<file path="config.mk">
export PLATFORM = sky130hd
export DESIGN_NAME = sfifo_pkt_flat
export DESIGN_NICKNAME = d
export VERILOG_FILES = /design/src/rtl/sfifo_pkt_if.sv /design/src/rtl/sfifo_pkt.sv /design/src/flat_wrapper.sv
export SDC_FILE = /design/constraint.sdc
export NUM_CORES = 1
export LEC_CHECK = 0
export BUFFER_PORTS_ARGS = -buffer_cell sky130_fd_sc_hd__buf_4
export CAP_MARGIN = 20
export CORE_ASPECT_RATIO = 1.5
export CORE_MARGIN = 5
export CORE_UTILIZATION = 40
export DETAILED_ROUTE_END_ITERATION = 16
export HOLD_SLACK_MARGIN = 0.12
export SLEW_MARGIN = 20
export SYNTH_ARGS = -nofsm -noshare
export SYNTH_HDL_FRONTEND = slang
export SYNTH_SLANG_ARGS = --single-unit
</file>
<file path="constraint.sdc">
create_clock -name i_clk -period 3.45 [get_ports i_clk]
set_input_delay 0.5175 -clock i_clk [delete_from_list [all_inputs] [get_ports i_clk]]
set_output_delay 0.5175 -clock i_clk [all_outputs]
set_load 0.02 [all_outputs]
</file>
<file path="src/rtl/sfifo_pkt_if.sv">
// Producer/consumer bundle for sfifo_pkt; the producer side owns the write and ready inputs,
// the FIFO side owns status, head data and valid.
interface sfifo_pkt_if #(
  parameter int BW     = 8,
  parameter int LGFLEN = 4
);
  logic              i_wr;
  logic [BW-1:0]     i_data;
  logic              i_last;
  logic              i_abort;
  logic              o_full;
  logic [LGFLEN:0]   o_fill;
  logic [LGFLEN:0]   o_pkts;
  logic              o_overflow;
  logic              o_valid;
  logic              i_ready;
  logic [BW-1:0]     o_data;
  logic              o_last;

  modport master (
    output i_wr, i_data, i_last, i_abort, i_ready,
    input  o_full, o_fill, o_pkts, o_overflow, o_valid, o_data, o_last
  );

  modport slave (
    input  i_wr, i_data, i_last, i_abort, i_ready,
    output o_full, o_fill, o_pkts, o_overflow, o_valid, o_data, o_last
  );
endinterface

</file>
<file path="src/rtl/sfifo_pkt.sv">
// Packet FIFO: head word is a zero-latency read, a committed write is visible to the reader
// next cycle; o_valid is the reader handshake and a write while full is refused (dropping the packet).
module sfifo_pkt #(
  parameter int BW           = 8,
  parameter int LGFLEN       = 4,
  parameter int OPT_PKT_MODE = 1
) (
  input  logic       i_clk,
  input  logic       i_reset,
  sfifo_pkt_if.slave bus
);
  localparam int              FLEN   = 1 << LGFLEN;
  localparam logic [LGFLEN:0] FLEN_W = (LGFLEN+1)'(FLEN);
  localparam logic [LGFLEN:0] ONE    = (LGFLEN+1)'(1);
  localparam bit              PKT    = (OPT_PKT_MODE != 0);

  logic [BW:0]     mem_q [FLEN];
  logic [LGFLEN:0] wr_addr_q, wr_addr_d;
  logic [LGFLEN:0] wr_commit_q, wr_commit_d;
  logic [LGFLEN:0] rd_addr_q, rd_addr_d;
  logic [LGFLEN:0] fill_q, fill_d;
  logic [LGFLEN:0] pkts_q, pkts_d;
  logic            drop_q, drop_d;
  logic            full_q, full_d;
  logic            ovf_q, ovf_d;
  logic            valid;
  logic            w_wr, w_rd, pkt_inc, pkt_dec;
  logic [BW:0]     head;

  assign head  = mem_q[rd_addr_q[LGFLEN-1:0]];
  assign valid = (wr_commit_q != rd_addr_q);

  assign bus.o_valid    = valid;
  assign bus.o_data     = head[BW-1:0];
  assign bus.o_last     = head[BW];
  assign bus.o_fill     = fill_q;
  assign bus.o_full     = full_q;
  assign bus.o_pkts     = pkts_q;
  assign bus.o_overflow = ovf_q;

  always_comb begin
    w_wr        = bus.i_wr && !full_q && !drop_q && !(PKT && bus.i_abort);
    w_rd        = valid && bus.i_ready;
    wr_addr_d   = w_wr ? wr_addr_q + ONE : wr_addr_q;
    wr_commit_d = wr_commit_q;
    rd_addr_d   = w_rd ? rd_addr_q + ONE : rd_addr_q;
    drop_d      = drop_q;
    ovf_d       = 1'b0;
    pkt_inc     = 1'b0;
    pkt_dec     = w_rd && head[BW];

    if (PKT) begin
      // Rollback cases all rewind the tentative pointer to the last commit point.
      if (bus.i_abort) begin
        wr_addr_d = wr_commit_q;
        drop_d    = 1'b0;
      end else if (bus.i_wr && full_q && !drop_q) begin
        wr_addr_d = wr_commit_q;
        ovf_d     = 1'b1;
        drop_d    = !bus.i_last;
      end else if (bus.i_wr && drop_q) begin
        if (bus.i_last)
          drop_d = 1'b0;
      end else if (w_wr && bus.i_last) begin
        wr_commit_d = wr_addr_q + ONE;
        pkt_inc     = 1'b1;
      end
    end else begin
      ovf_d = bus.i_wr && full_q;
      if (w_wr) begin
        wr_commit_d = wr_addr_q + ONE;
        pkt_inc     = bus.i_last;
      end
    end

    pkts_d = pkts_q;
    if (pkt_inc && !pkt_dec)
      pkts_d = pkts_q + ONE;
    else if (!pkt_inc && pkt_dec)
      pkts_d = pkts_q - ONE;

    fill_d = wr_addr_d - rd_addr_d;
    full_d = (fill_d == FLEN_W);
  end

  always_ff @(posedge i_clk or posedge i_reset) begin
    if (i_reset) begin
      wr_addr_q   <= '0;
      wr_commit_q <= '0;
      rd_addr_q   <= '0;
      fill_q      <= '0;
      pkts_q      <= '0;
      drop_q      <= 1'b0;
      full_q      <= 1'b0;
      ovf_q       <= 1'b0;
    end else begin
      wr_addr_q   <= wr_addr_d;
      wr_commit_q <= wr_commit_d;
      rd_addr_q   <= rd_addr_d;
      fill_q      <= fill_d;
      pkts_q      <= pkts_d;
      drop_q      <= drop_d;
      full_q      <= full_d;
      ovf_q       <= ovf_d;
    end
  end

  // Storage is not reset; o_valid gates every read.
  always_ff @(posedge i_clk) begin
    if (w_wr)
      mem_q[wr_addr_q[LGFLEN-1:0]] <= {bus.i_last, bus.i_data};
  end
endmodule

</file>
<file path="src/flat_wrapper.sv">
// flat-port wrapper written by rule: the top's interface ports become plain ports
module sfifo_pkt_flat 
#(
  parameter int BW           = 8,
  parameter int LGFLEN       = 4,
  parameter int OPT_PKT_MODE = 1
)
  (i_clk, i_reset, bus_i_wr, bus_i_data, bus_i_last, bus_i_abort, bus_i_ready, bus_o_full, bus_o_fill, bus_o_pkts, bus_o_overflow, bus_o_valid, bus_o_data, bus_o_last);
  sfifo_pkt_if #(.BW(BW), .LGFLEN(LGFLEN)) bus_i ();
  input  logic i_clk;
  input  logic i_reset;
  input wire logic [$bits(bus_i.i_wr)-1:0] bus_i_wr;
  input wire logic [$bits(bus_i.i_data)-1:0] bus_i_data;
  input wire logic [$bits(bus_i.i_last)-1:0] bus_i_last;
  input wire logic [$bits(bus_i.i_abort)-1:0] bus_i_abort;
  input wire logic [$bits(bus_i.i_ready)-1:0] bus_i_ready;
  output wire logic [$bits(bus_i.o_full)-1:0] bus_o_full;
  output wire logic [$bits(bus_i.o_fill)-1:0] bus_o_fill;
  output wire logic [$bits(bus_i.o_pkts)-1:0] bus_o_pkts;
  output wire logic [$bits(bus_i.o_overflow)-1:0] bus_o_overflow;
  output wire logic [$bits(bus_i.o_valid)-1:0] bus_o_valid;
  output wire logic [$bits(bus_i.o_data)-1:0] bus_o_data;
  output wire logic [$bits(bus_i.o_last)-1:0] bus_o_last;
  assign bus_i.i_wr = bus_i_wr;
  assign bus_i.i_data = bus_i_data;
  assign bus_i.i_last = bus_i_last;
  assign bus_i.i_abort = bus_i_abort;
  assign bus_i.i_ready = bus_i_ready;
  assign bus_o_full = bus_i.o_full;
  assign bus_o_fill = bus_i.o_fill;
  assign bus_o_pkts = bus_i.o_pkts;
  assign bus_o_overflow = bus_i.o_overflow;
  assign bus_o_valid = bus_i.o_valid;
  assign bus_o_data = bus_i.o_data;
  assign bus_o_last = bus_i.o_last;
  sfifo_pkt #(.BW(BW), .LGFLEN(LGFLEN), .OPT_PKT_MODE(OPT_PKT_MODE)) u_core (.i_clk(i_clk), .i_reset(i_reset), .bus(bus_i));
endmodule
</file>
==> impl_metrics.csv, run 1 <==
group,metric,value,unit
floorplan,die_x,119.1,um
power_and_ir_drop,p_leak,0.003030,uW
placement,gp_congestion,0.7827,
route,vias,3695,
cts,cts-resized-gates,0,
worst_setup_path,worstPathCellList,"buf_6 > mux4_2 > nor2b_1 > a211oi_1 > a21oi_1 > buf_4",
sta,skew,0.006538,ns
cts,cts_hold_buf,0,
synth,synth_top_area_share,60.60,%
synth,netlist_top_cells_area,"edfxtp_1 (61%), mux4_2 (11%), dfrtp_1 (9.8%), ha_1 (2.3%), xor2_1 (2.0%)",
worst_setup_path,crit_slowest_cell,"mux4_2",
final_layout,utilization,48.43,%
grt,grt_max_degree,29,
final_layout,layout-drive-gt1-share,28.57,%
floorplan,dieArea,0.02067,mm2
worst_setup_path,worstSetupPathType,"flip-flop to primary output",
sta,hold-worst-slack,0.1773,ns
outcome,status,"finished, final reports clean",
route,ant_nets,0,
placement,dp_hpwl,9943,um
final_layout,syn_to_final_growth,18.24,%
cts,htreeDepth,4,
grt,antenna_found_initial,0,
synth,syn-cell-area,0.007136,mm2
route,drt_iter0_drc,176,
cts,root_buffer,"clkbuf_16",
route,wl,15000,um
worst_setup_path,endpoint_kind,"primary output",
synth,async_flop_share,16.28,%
worst_setup_path,crit_path_max_incr_delay,0.55,ns
worst_setup_path,r2r_slack,0.47,ns
worst_setup_path,cp.required,2.93,ns
power_and_ir_drop,powerDensity,850.6,mW/mm2
floorplan,rows,59,
sta,setup_viol,0,
worst_setup_path,cp_max_fo,28,
cts,clockBufferDepth,2,
cts,cts.clk_slew.worst_paths,0.06,ns
grt,grt_pass1_vias,3989,
synth,syn_nets,429,
final_layout,n_antenna_cell,0,
synth,avgSynthCellArea,17.84,um2
sta,period_minus_slack,3.148,ns
synth,synthMostInstantiatedCell,"edfxtp_1",
grt,grt_pass1_wl,23200,um
sta,timing.setup.tns,0,ns
route,wl_per_cell,21.77,um
synth,synth-edff-count,144,
final_layout,multi_input_area,0.001979,mm2
sta,report.final.slew_viol_count,0,
cts,cts_made_buffers,17,
power_and_ir_drop,p_total,7176,uW
final_layout,fillCellCount,1459,
synth,ys_types,39,
route,drt_pass1_iterations,6,
cts,clock_sinks,172,
synth,yosysSeqAreaShare,70.42,%
synth,synth_warnings,0,
run,cap_violations,0,
sta,worst_slew_pin_slew,0.6078,ns
worst_hold_path,hold_path.class,"primary input to asynchronous set/reset pin",
worst_setup_path,r2r-start,"u_core.rd_addr_q[2]",
worst_setup_path,start_kind,"flip-flop",
floorplan,die_h,173.6,um
worst_setup_path,crit_arrival,2.63,ns
grt,track_usage,15.11,%
final_layout,stdcell_count,689,
floorplan,initial_utilization,40.96,%
placement,dp_cells,657,
cts,cts_tree,"done",
sta,hold_viol_final,0,
route,drc_errors,0,
cts,clk_latency,0.42,ns
synth,ys.flop_type,"edfxtp_1",
power_and_ir_drop,max-vdd-ir-drop,0.0005133,V
sta,rsz0062_at_grt,"no",
worst_setup_path,reg2reg_to,"u_core.bus.o_pkts[4]",
cts,post_cts_buffers,0,
sta,maxSlewHeadroom,59.44,%
synth,ys_seq_elements,172,
sta,period_share,91.25,%
final_layout,final-seq-area,0.005026,mm2
placement,io_buffers,35,
floorplan,core-area,0.01742,mm2
sta,fmax,317.6,MHz
route,via_per_inst,5.363,
synth,syn-instance-count,400,
final_layout,final_nets,492,
worst_setup_path,worst_r2r_path_depth,13,
synth,yosysTopAreaCell,"edfxtp_1",
synth,synthTopCellsByCount,"edfxtp_1 (144), mux4_2 (36), dfrtp_1 (28)",
grt,overflow,0,
floorplan,ios,36,
## worst max-delay path by stage
stage                                       to  slack (ns)                start
after CTS                        bus_o_data[2]        0.07  u_core.rd_addr_q[0]
after global routing             bus_o_data[2]        0.06  u_core.rd_addr_q[0]
after detailed placement     u_core.bus.o_full        0.32          bus_i_abort
final                            bus_o_data[2]        0.30  u_core.rd_addr_q[0]
after floorplan           u_core.bus.o_pkts[4]        0.19  u_core.rd_addr_q[0]
after global placement       u_core.bus.o_full        0.37          bus_i_abort
## sequential cells by signal, indices dropped and copies added (netlist names)
| name | count |
|---|---|
| u_core.rd_addr_q | 5 |
| u_core.bus.o_full | 1 |
| u_core.wr_addr_q | 5 |
| u_core.bus.o_fill | 5 |
| u_core.mem_q | 144 |
| u_core.bus.o_pkts | 5 |
| u_core.wr_commit_q | 5 |
| u_core.drop_q | 1 |
| u_core.bus.o_overflow | 1 |
## cell families after synthesis
logic type / synth area share (%)
AOI/OAI and AO/OA: 3.682
buffers and inverters: 1.841
adders and majority gates: 2.841
muxes: 13.06
and+or+nand+nor: 5.085
DFF: 70.42
xor gates and xnor gates: 3.069
## worst max-delay path: cells and delay by family (launching register included)
family	cells	cell delay, ns
AOI/OAI and AO/OA	2	0.50
muxes	1	0.55
DFF	1	0.43
buffers and inverters	2	0.58
and+or+nand+nor	1	0.14
## per-layer routing
layer / wire [um] / track usage (%) / up-vias
met1: 6065 / 18.13 / 1926
met2: 8201 / 26.75 / 79
met5: 0 / 0 / -
met3: 479 / 3.036 / 16
met4: 253 / 5.510 / 0
li1: - / - / 1674
## power breakdown
group	leakage [uW]	switching (uW)	internal, uW
clock	0.000310	794	1230
combinational	0.00109	1340	1160
sequential	0.00164	189	2470
## cell usage in the layout, fill, tap and decap left out, types with 2 or more instances in the layout
master     netlist  routed
inv_1           11      11
clkinv_4         0       2
nand2b_1         2       2
mux4_2          36      36
dfrtp_1         28      27
nor3_1           6       6
clkbuf_16        0      17
nor2b_1          9       9
a21o_1           4       4
and2_1           2       2
bufinv_16        0       4
edfxtp_1       144     144
nand3_1          2       2
nor2_1          18      18
a211oi_1        11      11
buf_4            2      60
o21ai_0          6       6
ha_1            13      13
mux2i_1         11      11
nand2_1         20      20
inv_6            0       5
fa_1             2       2
nand4_1          2       2
a21oi_1         17      17
xor2_1          16      16
xnor2_1          9       9
## per-stage QoR
step	setup WS (ns)	cell area (um2)
after floorplan	0.1904	7136
after global placement	0.3740	7775
after detailed placement	0.3226	7802
after CTS	0.06795	8433
after global routing	0.06415	8437
final	0.3019	8437
## cell type report
cell class | count | area share (%)
sequential | 172 | 59.57
multi-input combinational | 198 | 23.46
timing repair buffer | 62 | 5.799
clock buffer | 18 | 5.087
tap | 213 | 3.159
clock inverter | 14 | 2.388
inverter | 12 | 0.5339
(Power assumes the default switching activity.)
==> run 2, diff against run 1 <==
--- a/config.mk
+++ b/config.mk
@@ -5,6 +5,7 @@
 export SDC_FILE = /design/constraint.sdc
 export NUM_CORES = 1
 export LEC_CHECK = 0
+export ABC_AREA = 1
 export BUFFER_PORTS_ARGS = -buffer_cell sky130_fd_sc_hd__buf_4
 export CAP_MARGIN = 20
 export CORE_ASPECT_RATIO = 1.5
==> run 2 against run 1 <==
- first-iteration DRC count up 140%
- utilization fell by 1.4 points
- synthesized area rose by 3.5%
- power grew 9.8%
- largest power group is now combinational logic
- maximum frequency increased by 8.4%
- final cell count is 36% higher
- wire length grew 16%
==> impl_metrics.csv, run 2 <==
group,metric,value,unit
cts,clockBufferDepth,2,
final_layout,layout-drive-gt1-share,18.16,%
grt,grt_max_degree,40,
floorplan,core-area,0.01839,mm2
worst_hold_path,hold_path.class,"primary input to asynchronous set/reset pin",
final_layout,largest_register_ffs,144,
placement,place_ws,0.5749,ns
synth,syn-cell-area,0.007386,mm2
outcome,status,"finished, final reports clean",
cts,cts_tree,"done",
final_layout,final_nets,700,
synth,ys_seq_elements,172,
placement,dp_hpwl,11370,um
worst_setup_path,start_kind,"flip-flop",
power_and_ir_drop,powerDensity,911.2,mW/mm2
sta,maxSlewHeadroom,29.87,%
synth,yosysTopAreaCell,"edfxtp_1",
synth,syn_nets,651,
worst_setup_path,startpoint,"u_core.rd_addr_q[1]",
worst_setup_path,crit_path_max_incr_delay,0.41,ns
route,wl_per_cell,18.59,um
synth,synthTopCellsByCount,"edfxtp_1 (144), nor2_1 (92), o21ai_0 (83)",
sta,timing.setup.tns,0,ns
grt,busiest_layer,"met2",
sta,rsz0062_at_grt,"no",
worst_setup_path,worst_r2r_path_depth,16,
cts,cts_hold_buf,0,
cts,clk_latency,0.42,ns
sta,report.final.slew_viol_count,0,
power_and_ir_drop,max-vdd-ir-drop,0.0005599,V
sta,skew,0.009891,ns
cts,htreeDepth,4,
sta,final.setup.worst_slack,0.5449,ns
worst_setup_path,r2r_slack,0.54,ns
grt,overflow,0,
final_layout,mostFrequentLayoutCells,"edfxtp_1 (144), nor2_1 (92), o21ai_0 (83)",
route,ant_nets,0,
synth,async_flop_share,16.28,%
floorplan,rows,61,
final_layout,syn_to_final_growth,17.09,%
grt,grt_pass1_vias,5155,
synth,ys_types,38,
final_layout,fillCellCount,1664,
power_and_ir_drop,p_leak,0.003200,uW
worst_setup_path,critical_path.most_common_cell,"nand2_1",
sta,worst_slew_pin_slew,1.048,ns
synth,synth_top_area_share,58.55,%
floorplan,initial_utilization,40.15,%
synth,netlist_top_cells_area,"edfxtp_1 (59%), dfrtp_1 (9.5%), o21ai_0 (5.6%), nor2_1 (4.7%), nand2_1 (3.4%)",
worst_setup_path,endpoint_kind,"flip-flop",
floorplan,dieArea,0.02134,mm2
cts,post_cts_buffers,0,
sta,period_minus_slack,2.905,ns
route,drt_pass1_iterations,5,
worst_setup_path,cp.required,3.75,ns
worst_setup_path,crit_arrival,3.21,ns
synth,syn-instance-count,622,
route,drt_iter0_drc,429,
synth,avgSynthCellArea,11.87,um2
route,wl,17380,um
run,cap_violations,0,
route,drc_errors,0,
cts,cts_made_buffers,17,
sta,setup_viol,0,
sta,fmax,344.2,MHz
worst_setup_path,crit_slowest_cell,"buf_4",
cts,root_buffer,"clkbuf_16",
grt,track_usage,17.15,%
worst_setup_path,worstSetupPathType,"flip-flop to flip-flop",
grt,use_met3,2.788,%
final_layout,final-seq-area,0.005026,mm2
worst_setup_path,crit_path_end,"u_core.bus.o_pkts[4]",
placement,io_buffers,35,
floorplan,die_x,121.0,um
final_layout,final_common_cell,"edfxtp_1",
sta,hold_viol_final,0,
cts,clock_sinks,172,
grt,use_met2,31.83,%
worst_setup_path,r2r-start,"u_core.rd_addr_q[1]",
synth,yosysSeqAreaShare,68.03,%
grt,antenna_found_initial,0,
synth,synthMostInstantiatedCell,"edfxtp_1",
route,via_per_inst,5.249,
synth,synth_warnings,0,
route,vias,4908,
floorplan,ios,36,
floorplan,die_h,176.4,um
cts,cts-resized-gates,0,
placement,gp_congestion,0.8600,
grt,grt_pass1_wl,27810,um
synth,ys.flop_type,"edfxtp_1",
sta,period_share,84.21,%
final_layout,n_antenna_cell,0,
worst_setup_path,cp_max_fo,39,
final_layout,multi_input_area,0.002032,mm2
synth,synth-edff-count,144,
grt,met1_usage,19.19,%
worst_setup_path,worstPathCellList,"buf_4 > o21ai_0 > o22ai_1 > o211ai_1 > nand3_1 > nand2_1 > ha_1 > inv_1 > ha_1 > nand2_1 > nor2_1 > a211oi_1 > nand2_1 > nand2_1 > nor2_1 > xor2_1",
cts,cts.clk_slew.worst_paths,0.06,ns
worst_setup_path,reg2reg_to,"u_core.bus.o_pkts[4]",
==> run 2: layer usage <==
metal,vias to the layer above,share of wire (%)
met5,-,0
met4,0,2.6
met3,36,3.5
met2,124,56
met1,2442,38
li1,2306,-
==> run 2: logic make-up (layout without fill, tap and decap cells) <==
group                      after synthesis  in the layout  synth area share [%]
buffers and inverters                   75            136                 4.455
xor gates and xnor gates                11             11                 1.305
adders and majority gates               15             15                 2.744
and+or+nand+nor                        211            211                 12.60
DFF                                    172            172                 68.03
AOI/OAI and AO/OA                      138            138                 10.86
==> run 2: critical path: cells and delay by family, from the launching register on <==
kind	cells	cell delay [ns]
compound gates	4	0.75
xor+xnor	1	0.13
simple gates	7	0.51
flops	1	0.36
fa+ha+maj	2	0.50
buf+inv	2	0.53
==> run 2: final cells by class <==
type / count / area share [%]
sequential: 172 / 58.12
timing repair buffer: 59 / 5.122
multi-input combinational: 375 / 23.50
inverter: 46 / 2.040
clock buffer: 17 / 4.919
tap: 252 / 3.646
clock inverter: 14 / 2.662
==> run 2: worst min path at each step <==
stage                     slack (ns)                     to
after floorplan                 0.49  u_core.wr_commit_q[2]
after global placement          0.49   u_core.bus.o_pkts[4]
after detailed placement        0.47   u_core.bus.o_pkts[4]
after CTS                       0.20   u_core.bus.o_pkts[2]
after global routing            0.23   u_core.bus.o_pkts[2]
final                           0.17   u_core.bus.o_pkts[2]
==> run 2: report_power, final <==
| part | total (uW) | switching, uW | internal, uW |
|---|---|---|---|
| registers | 2660 | 159 | 2500 |
| logic | 3110 | 2050 | 1060 |
| clock network | 2110 | 811 | 1300 |
| total | 7880 | 3020 | 4860 |
==> run 2: stage by stage <==
stage                     instances  utilization [%]  area, um2  total power (uW)  hold WS, ns
after CTS                       935            47.02       8648              7942       0.2020
after global routing            935            47.02       8648              8368       0.2325
after floorplan                 622                -       7386              4806       0.4941
after global placement          904            43.45       7993              5761       0.4857
final                           935            47.02       8648              7880       0.1717
after detailed placement        904            43.45       7993              5821       0.4675
==> run 3, diff against run 2 <==
==> constraint.sdc (replaced) <==
create_clock -name i_clk -period 2.9 [get_ports i_clk]
set_input_delay 0.435 -clock i_clk [delete_from_list [all_inputs] [get_ports i_clk]]
set_output_delay 0.435 -clock i_clk [all_outputs]
set_load 0.02 [all_outputs]
==> run 3 against run 2 <==
- die area unchanged
- combinational power rose by 22%
- sequential power increased by 20%
- critical path type is now flip-flop to primary output
==> impl_metrics.csv, run 3 (same netlist as run 2, synthesis figures left out) <==
group,metric,value,unit
outcome,status,"finished, final reports clean",
sta,timing.setup.tns,0,ns
grt,track_usage,17.51,%
final_layout,n_antenna_cell,0,
power_and_ir_drop,p_leak,0.003222,uW
final_layout,multi_input_area,0.002051,mm2
worst_setup_path,endpoint_kind,"primary output",
route,ant_nets,0,
final_layout,largest_register_ffs,144,
cts,clock_sinks,172,
sta,hold-worst-slack,0.2052,ns
worst_setup_path,cp_top_family,"compound AO/OA/AOI/OAI gates",
sta,rsz0062_at_grt,"no",
grt,antenna_found_initial,0,
route,wl_per_cell,18.96,um
final_layout,final_nets,715,
cts,clockBufferDepth,2,
worst_hold_path,hold_path.class,"primary input to flip-flop",
final_layout,final-seq-area,0.005026,mm2
worst_setup_path,r2r-start,"u_core.rd_addr_q[1]",
worst_setup_path,worstPathCellList,"buf_4 > buf_4 > o21ai_0 > o22ai_1 > o211ai_1 > nand3_1 > buf_4",
power_and_ir_drop,powerDensity,1050,mW/mm2
worst_hold_path,hold_end,"u_core.drop_q",
sta,report.final.slew_viol_count,0,
floorplan,initial_utilization,40.15,%
final_layout,layout-drive-gt1-share,19.89,%
worst_setup_path,start_kind,"flip-flop",
floorplan,dieArea,0.02134,mm2
placement,place_ws,0.09970,ns
grt,grt_max_degree,33,
worst_setup_path,cp.required,2.47,ns
final_layout,utilization,47.27,%
run,cap_violations,0,
grt,overflow,0,
route,vias,4943,
sta,fmax,356.3,MHz
cts,root_buffer,"clkbuf_16",
sta,worst_slew_pin_slew,0.5656,ns
worst_setup_path,r2r_slack,0.19,ns
power_and_ir_drop,p_total,9129,uW
sta,final.setup.worst_slack,0.09372,ns
worst_hold_path,min_path_cells,2,
cts,htreeDepth,4,
worst_hold_path,holdCritStartpoint,"bus_i_wr",
worst_setup_path,reg2reg_to,"u_core.bus.o_fill[4]",
cts,clk_latency,0.43,ns
power_and_ir_drop,max-vdd-ir-drop,0.0007530,V
final_layout,final_common_cell,"edfxtp_1",
sta,setup_viol,0,
floorplan,core-area,0.01839,mm2
placement,gp_congestion,0.8953,
final_layout,mostFrequentLayoutCells,"edfxtp_1 (144), nor2_1 (92), o21ai_0 (83)",
final_layout,syn_to_final_growth,17.72,%
sta,maxSlewHeadroom,62.15,%
grt,grt_pass1_vias,5111,
floorplan,rows,61,
sta,skew,0.008901,ns
worst_setup_path,crit_arrival,2.37,ns
route,wl,18030,um
placement,dp_hpwl,12090,um
worst_setup_path,cp_max_fo,32,
route,drc_errors,0,
worst_setup_path,worst-path-buf-inv,3,
final_layout,fillCellCount,1660,
placement,io_buffers,35,
route,via_per_inst,5.198,
worst_setup_path,crit_slowest_cell,"dfrtp_2",
route,drt_pass1_iterations,5,
route,drt_iter0_drc,334,
floorplan,die_h,176.4,um
sta,hold_viol_final,0,
cts,cts_tree,"done",
floorplan,ios,36,
cts,cts_made_buffers,17,
sta,period_share,96.77,%
cts,cts.clk_slew.worst_paths,0.07,ns
floorplan,die_x,121.0,um
worst_setup_path,crit_path_max_incr_delay,0.49,ns
worst_setup_path,worst_r2r_path_depth,16,
sta,period_minus_slack,2.806,ns
grt,grt_pass1_wl,28150,um
worst_setup_path,worstSetupPathType,"flip-flop to primary output",
worst_setup_path,critical_path.most_common_cell,"buf_4",
run 3: changes by cell type in the layout (fill, tap and decap cells not counted), sizes merged:
cell,before,now
buf,59,73
dlygate4sd3,0,1
inv,51,52
bufinv,5,0
clkinvlp,0,3
clkinv,4,6
run 3: timing repair:
item | in CTS | in global routing
hold endpoints to repair | 9 | 0
hold buffers | 1 | 0
resized for setup | 0 | 6
setup endpoints to repair | 0 | 3
buffers inserted | 0 | 3
run 3: layout make-up:
cell class              instances  share of cell area, %
inverters                      46                  2.087
clock buffers                  17                  4.893
flip-flops and latches        172                  57.81
multi-input cells             375                  23.59
well taps                     252                  3.626
repair buffers                 74                  6.505
clock inverters                15                  1.497
run 3: how the worst max path moves through the flow:
stage | cells after the start | startpoint | end | slack [ns]
3_5_place_dp | 15 | u_core.rd_addr_q[1] | u_core.bus.o_full | 0.1
3_3_place_gp | 16 | bus_i_abort | u_core.bus.o_pkts[4] | 0.21
5_1_grt | 16 | u_core.rd_addr_q[1] | u_core.bus.o_fill[4] | 0.007
6_report | 7 | u_core.rd_addr_q[0] | bus_o_data[3] | 0.09
2_1_floorplan | 17 | u_core.rd_addr_q[0] | u_core.bus.o_pkts[4] | 0.21
4_1_cts | 7 | u_core.rd_addr_q[0] | bus_o_data[3] | 0.05
run 3: per-stage QoR:
stage	instances	area (um2)
after floorplan	622	7386
final	951	8695
after global placement	914	8068
after global routing	951	8695
after detailed placement	915	8083
after CTS	948	8648
run 3: per-layer routing:
metal  vias to the layer above  track usage [%]  part of all wire, %
li1                       2331                -                    -
met1                      2427            19.86                   38
met2                       142            30.90                   54
met3                        43            3.846                  4.2
met4                         0            8.601                  4.1
met5                         -                0                    0
run 3: report_power, final:
part	total, uW	switching (uW)	internal, uW	leakage, uW
sequential	3200	223	2970	0.00164
combinational	3790	2430	1360	0.00132
clock	2140	1020	1130	0.000263
